**config.mk**
```make
export PLATFORM = sky130hd
export DESIGN_NAME = bus_arbiter3
export DESIGN_NICKNAME = d
export VERILOG_FILES = /design/src/rtl/bus_arbiter3.sv
export SDC_FILE = /design/constraint.sdc
export NUM_CORES = 1
export LEC_CHECK = 0
export ABC_AREA = 0
export CORE_ASPECT_RATIO = 1.75
export CORE_MARGIN = 2
export CORE_UTILIZATION = 39
export DETAILED_ROUTE_END_ITERATION = 8
export PLACE_DENSITY_LB_ADDON = 0.25
export SETUP_SLACK_MARGIN = 0.4
export SLEW_MARGIN = 20
export SYNTH_ARGS = -nofsm -noshare
export SYNTH_HDL_FRONTEND = slang
export SYNTH_SLANG_ARGS = --single-unit
```
**constraint.sdc**
```tcl
create_clock -name clk -period 1.7 [get_ports clk]
set_clock_uncertainty 0.1 [all_clocks]
set_input_delay 0.34 -clock clk [delete_from_list [all_inputs] [get_ports clk]]
set_output_delay 0.34 -clock clk [all_outputs]
set_load 0.005 [all_outputs]
```
**src/rtl/bus_arbiter3.sv**
```systemverilog
// Round-robin arbiter/sequencer for the shared 3-input bus mux; registers the selected word onto bus_out.
// Latency: grant one edge after a request is seen in IDLE; bus word captured each owned edge.
// Backpressure: hold limit preempts a long owner when others wait; 1-cycle GAP between owners.
module bus_arbiter3 #(
    parameter int WIDTH    = 16,
    parameter int MAX_HOLD = 8,
    parameter int CNT_W    = 8
) (
    input  logic             clk,
    input  logic             rst_n,
    input  logic [2:0]       req,
    input  logic [WIDTH-1:0] din0,
    input  logic [WIDTH-1:0] din1,
    input  logic [WIDTH-1:0] din2,
    output logic [2:0]       gnt,
    output logic [1:0]       set,
    output logic [WIDTH-1:0] bus_out,
    output logic             bus_valid,
    output logic             busy
);

    typedef enum logic [1:0] {
        S_IDLE  = 2'd0,
        S_GRANT = 2'd1,
        S_GAP   = 2'd2
    } state_t;

    localparam logic [CNT_W-1:0] HOLD_LIMIT = CNT_W'(MAX_HOLD);

    state_t             r_state;
    logic [2:0]         r_gnt;
    logic [1:0]         r_set;
    logic [WIDTH-1:0]   r_bus_out;
    logic               r_bus_valid;
    logic               r_busy;
    logic [CNT_W-1:0]   r_hold_cnt;
    logic [1:0]         r_last_owner;

    state_t             w_next_state;
    logic [2:0]         w_next_gnt;
    logic [1:0]         w_next_set;
    logic               w_next_valid;
    logic [CNT_W-1:0]   w_next_hold;
    logic [1:0]         w_next_last;
    logic               w_capture;
    logic [1:0]         w_winner;
    logic [2:0]         w_winner_oh;
    logic [WIDTH-1:0]   w_mux_dat;
    logic               w_owner_req;
    logic               w_others_req;
    logic               w_timeout;

    // The owner is identified by its grant bit, so no out-of-range select can index req.
    assign w_owner_req  = |(req & r_gnt);
    assign w_others_req = |(req & ~r_gnt);
    assign w_timeout    = (r_hold_cnt == HOLD_LIMIT) && w_others_req;
    assign w_winner_oh  = 3'(3'b001 << w_winner);

    // Round-robin pick: scan starting just after the last owner.
    always_comb begin
        w_winner = 2'd0;
        case (r_last_owner)
            2'd0: begin
                if (req[1])      w_winner = 2'd1;
                else if (req[2]) w_winner = 2'd2;
                else             w_winner = 2'd0;
            end
            2'd1: begin
                if (req[2])      w_winner = 2'd2;
                else if (req[0]) w_winner = 2'd0;
                else             w_winner = 2'd1;
            end
            default: begin
                if (req[0])      w_winner = 2'd0;
                else if (req[1]) w_winner = 2'd1;
                else             w_winner = 2'd2;
            end
        endcase
    end

    // Bus mux driven by the registered select; select 3 cannot occur.
    always_comb begin
        w_mux_dat = din2;
        case (r_set)
            2'd0:    w_mux_dat = din0;
            2'd1:    w_mux_dat = din1;
            default: w_mux_dat = din2;
        endcase
    end

    // Next-state and next-output decode for the IDLE/GRANT/GAP sequencer.
    always_comb begin
        w_next_state = r_state;
        w_next_gnt   = 3'b000;
        w_next_set   = r_set;
        w_next_valid = 1'b0;
        w_next_hold  = r_hold_cnt;
        w_next_last  = r_last_owner;
        w_capture    = 1'b0;
        case (r_state)
            S_IDLE: begin
                if (req != 3'b000) begin
                    w_next_state = S_GRANT;
                    w_next_gnt   = w_winner_oh;
                    w_next_set   = w_winner;
                    w_next_hold  = CNT_W'(1);
                end
            end
            S_GRANT: begin
                // Release and timeout share one exit path; the exit edge captures nothing.
                if (!w_owner_req || w_timeout) begin
                    w_next_state = S_GAP;
                    w_next_last  = r_set;
                    w_next_hold  = '0;
                end else begin
                    w_next_gnt   = r_gnt;
                    w_next_valid = 1'b1;
                    w_capture    = 1'b1;
                    if (r_hold_cnt != HOLD_LIMIT)
                        w_next_hold = r_hold_cnt + CNT_W'(1);
                end
            end
            S_GAP: begin
                w_next_state = S_IDLE;
            end
            default: begin
                w_next_state = S_IDLE;
            end
        endcase
    end

    // State, grant, select and hold bookkeeping registers.
    always_ff @(posedge clk or negedge rst_n) begin
        if (!rst_n) begin
            r_state      <= S_IDLE;
            r_gnt        <= 3'b000;
            r_set        <= 2'd0;
            r_bus_valid  <= 1'b0;
            r_busy       <= 1'b0;
            r_hold_cnt   <= '0;
            r_last_owner <= 2'd2;
        end else begin
            r_state      <= w_next_state;
            r_gnt        <= w_next_gnt;
            r_set        <= w_next_set;
            r_bus_valid  <= w_next_valid;
            r_busy       <= (w_next_state != S_IDLE);
            r_hold_cnt   <= w_next_hold;
            r_last_owner <= w_next_last;
        end
    end

    // Bus word register: loads only on owned edges, otherwise holds its last word.
    always_ff @(posedge clk or negedge rst_n) begin
        if (!rst_n)
            r_bus_out <= '0;
        else if (w_capture)
            r_bus_out <= w_mux_dat;
    end

    assign gnt       = r_gnt;
    assign set       = r_set;
    assign bus_out   = r_bus_out;
    assign bus_valid = r_bus_valid;
    assign busy      = r_busy;

endmodule

```
# Yosys cells after proc, flatten, opt, wreduce, memory -nomap -nowiden
# Cells that the tools add are included.
[classes] n_addsub=1 mul=0 n_div=0 magnitude_cmp=0 eq_ne=8 n_shift=1 mux=20 bitwise=3 reduce_logical=14
[op_table] cell="one-hot mux 16 bit (2 select lines)" n=1
[op_table] cell="two-way mux 8 bit" n=3
[op_table] cell="one-hot mux 8 bit (2 select lines)" n=1
[op_table] cell="two-way mux 2 bit" n=7
[op_table] cell="adder 8 x 1 -> 8 bit, second input constant" n=1
[op_table] cell="== test 8 x 4 -> 1 bit, second input constant" n=1
[op_table] cell="!= test 8 x 4 -> 1 bit, second input constant" n=1
[op_table] cell="one-hot mux 2 bit (2 select lines)" n=2
[op_table] cell="AND 3 bit" n=2
[op_table] cell="== test 2 x 1 -> 1 bit, second input constant" n=3
[op_table] cell="zero test 2 bit" n=3
[op_table] cell="two-way mux 3 bit" n=2
[op_table] cell="one-hot mux 3 bit (2 select lines)" n=1
[op_table] cell="OR reduction 3 bit" n=2
[op_table] cell="!= test 2 bit, second input constant" n=2
[op_table] cell="AND reduction 2 bit" n=2
[op_table] cell="nonzero test 2 bit" n=2
[op_table] cell="two-way mux 1 bit" n=3
[op_table] cell="!= test 3 bit, second input constant" n=1
[op_table] cell="NOT 3 bit" n=1
[op_table] cell="AND reduction 3 bit" n=1
[op_table] cell="nonzero test 3 bit" n=1
[op_table] cell="<< shifter 1 x 2 -> 3 bit, first input constant" n=1
[op_table] cell="logical AND 1 bit" n=1
[op_table] cell="2 further kinds" n=2
[word_totals] register_bits=35 latchBits=0 mem_bits_rw=0 mem_bits_ro=0 out_inout_bits=23 wordCells=55 memories=0

# Depth between registers and ports, before layout
[depth] depth_word=8 mapped_depth=9 depth_no_buf=8

# Worst setup path before layout
# No wires, ideal clock.
[synth_timing] path_type="reg-to-reg" from="reg r_hold_cnt[0]" to="reg r_hold_cnt[0]" setup_ns=0.125 arrival_ns=1.483 setup_slack_ns=-0.007 path_stages_with_launch=7 period_less_slack_ns=1.707 path_cell_list="dfrtp_1 inv_1 ha_1 and4bb_2 nand4b_1 o21ai_2 mux2_2"
[synth_via] elab_chain_cells=5
[synth_lines] item="start: declaration" line_no="36" rtl="logic [CNT_W-1:0] r_hold_cnt;"
[synth_lines] item="start signal: assignment" line_no="148" rtl="r_hold_cnt <= w_next_hold;"
[synth_lines] item="parallel branches: the longest is 5 deep, another holds adder 8 x 1 -> 8 bit"
# Several ways; the timed one is not identified. The select of a mux whose other input is x is not followed.
# A chain may end at the register's enable or synchronous reset.

# Worst setup path after layout
[layout_timing] from="reg r_hold_cnt[1]" to="reg r_hold_cnt[6]"
# Same word-level chain as after synthesis.

==> metrics.cfg <==
[outcome]
status = finished with violations
violations = setup timing

[job]
max-cap-violations = 0

[routing]
drt-total-wl_um = 5030
drcViolationCount = 0
detail-route-antenna-nets = 0
routed_via_density = 5.13
drt_iter0_drc = 30
num_vias = 1869
dr.pass1.iters = 4
wire_per_inst_um = 13.8

[final_layout]
drive_above_1_share = 0.308
final_util = 0.646
final_area_sq_um = 3040
nets = 366
diodes = 0
syn_to_final_growth_pct = 59.9

[setup_path]
cp_max_fo = 5
reg2reg_setup_slack_ps = -70
crit_chain = inv_1, ha_2, and4bb_2, o311ai_4, nand3b_4, or3_1, o21ai_1
crit_required_ps = 1820
critical-path-max-stage-delay_ps = 390
crit_type = flop to flop
cp_num_buf_inv = 1
arrival_ps = 1880
cp-end-kind = flop
cp-start-kind = flop
crit_family = simple AND/OR/NAND/NOR gates
crit_path_top_delay_cell = or3_1

[global_route]
grtUsageTotal = 0.189
grt_pass1_wl_um = 7890
grt_overflow_total = 0
antenna_found_initial = 0
grt_max_degree = 35
grt_pass1_vias = 1805

[placement]
pre_cts_ws_ps = -546
place_congestion = 0.793
dpl_cell_area_sq_um = 2880
post-dp-hpwl_um = 3750
port_buffers = 75

[synth]
ys.flop_type = dfrtp_1
seq_area_frac_synth = 0.461
ys_ff_latch = 35
synth_common_cells = 34 x dfrtp_1, 21 x a21oi_1, 21 x nand2_1
synth_area_leaders = dfrtp_1 45%, mux2i_1 8.4%, a21oi_1 5.5%, o21ai_1 4.5%, nand2_1 4.1%
syn_avg_cell_area_sq_um = 9.37
yosysWarnings = 0
netlist.area_leader.share = 0.447
synth.cell_area_sq_um = 1900
synth_fp_nets = 258
yosys.area.top_type = dfrtp_1
netlist_instances = 203
synth_cell_types = 37
synth-edff-count = 0
synthArstFlopShare = 1.00
synthMostInstantiatedCell = dfrtp_1

[floorplan]
start_util = 0.404
die-area_sq_um = 5480
die_h_um = 96.4
ios = 76
core_area_sq_um = 4710
die_width_um = 56.8
num_rows = 33

[pwr]
ir_drop_mv = 0.944
leakagePower_nw = 1.46
powerDensity_nw_per_um2 = 1300

[timing]
rsz0062_at_grt = true
drv_slew = 0
post-route-min-period_ps = 1770
post-route-period-util = 1.04
finalHoldViolCount = 0
tns_ps = -497
slew-limit-headroom = 0.686
worst_pin_slew_ps = 470
max_freq_mhz = 567
worst_slack_ps = -65.2
setup_viol = 11

[clock_tree]
cts_num_sinks = 35
cts_root_buf = clkbuf_8
numCtsBuffers = 5
htreeDepth = 2
tritoncts = done
insertion_delay_ps = 290
clkTransAtPathRegs_ps = 80
clk_path_buf_depth = 2

[worst_hold_path]
hold_class = primary input to asynchronous set/reset pin

[flip-flops by register name (all words and copies together) (netlist names)]
register and cells:
gnt 3, bus_valid 1, busy 1, set 2
bus_out 16, r_hold_cnt 8, r_state 2, r_last_owner 2
[layout make-up]
| cell class | count | area (sq um) |
|---|---|---|
| clock buffer | 5 | 68.8 |
| clock inverter | 3 | 20.0 |
| fill | 424 | 1660 |
| inverter | 9 | 36.3 |
| multi-input combinational | 149 | 1020 |
| sequential | 35 | 877 |
| tap | 52 | 65.1 |
| timing repair buffer | 111 | 956 |
[repair_timing]
action | in CTS | in global routing
cloned | 0 | 2
buffers inserted | 7 | 1
pin swaps | 9 | 4
gates resized for setup | 102 | 15
hold buffers | 1 | 0
setup endpoints to repair | 58 | 38
endpoints found under the hold margin | 11 | 0
[per-layer routing]
layer	track usage	part of all wire	up-vias
li1	-	-	932
met2	0.367	0.59	60
met4	0.107	0.026	0
met5	0	0	-
met1	0.189	0.35	869
met3	0.0240	0.036	8
[through the flow]
stage / total power, mW / hold WS (ps) / cells
2_1_floorplan: 2.37 / -55.6 / 203
3_3_place_gp: 3.30 / 155 / 345
3_5_place_dp: 3.34 / 158 / 345
4_1_cts: 3.87 / 380 / 361
5_1_grt: 4.26 / 406 / 364
6_report: 3.96 / 371 / 364
[where the power goes]
part	switching, mW	total [mW]	internal (mW)
Clock	0.313	0.598	0.285
Sequential	0.194	1.31	1.12
Combinational	0.973	2.05	1.08
Total	1.48	3.96	2.48
[worst paths after layout]
| path | startpoint | to | depth (start not counted) |
|---|---|---|---|
| hold / removal | rst_n | r_last_owner[0] | 2 |
| max in group asynchronous | rst_n | bus_out[1] | 3 |
| setup reg to reg | r_hold_cnt[1] | r_hold_cnt[6] | 7 |
| min in group clk | bus_out[6] | bus_out[6] | 2 |
| hold reg to reg | bus_out[6] | bus_out[6] | 2 |
| setup / recovery | r_hold_cnt[1] | r_hold_cnt[6] | 7 |
[layout by cell type, fill, tap and decap left out, types with 3 or more instances in the layout]
| cell | Yosys | layout |
|---|---|---|
| clkdlybuf4s50_1 | 0 | 48 |
| mux2_2 | 3 | 3 |
| and3_1 | 3 | 3 |
| o21ai_1 | 17 | 16 |
| a21o_1 | 6 | 6 |
| clkbuf_8 | 0 | 5 |
| nor2_1 | 20 | 19 |
| nor2b_1 | 3 | 3 |
| dlygate4sd2_1 | 0 | 3 |
| o21ai_0 | 6 | 4 |
| mux2i_1 | 16 | 16 |
| buf_4 | 0 | 27 |
| dfrtp_1 | 34 | 34 |
| buf_2 | 2 | 22 |
| o21ai_2 | 4 | 7 |
| nand2_1 | 21 | 19 |
| inv_1 | 8 | 7 |
| buf_6 | 3 | 5 |
| a21oi_1 | 21 | 20 |
| or3_1 | 4 | 3 |
[cells by family after synthesis]
logic type / synth area share
flops: 0.461
compound gates: 0.193
buf+inv: 0.0526
simple gates: 0.179
mux: 0.102
fa+ha+maj: 0.0131
Power figures use the tool's default switching activity.
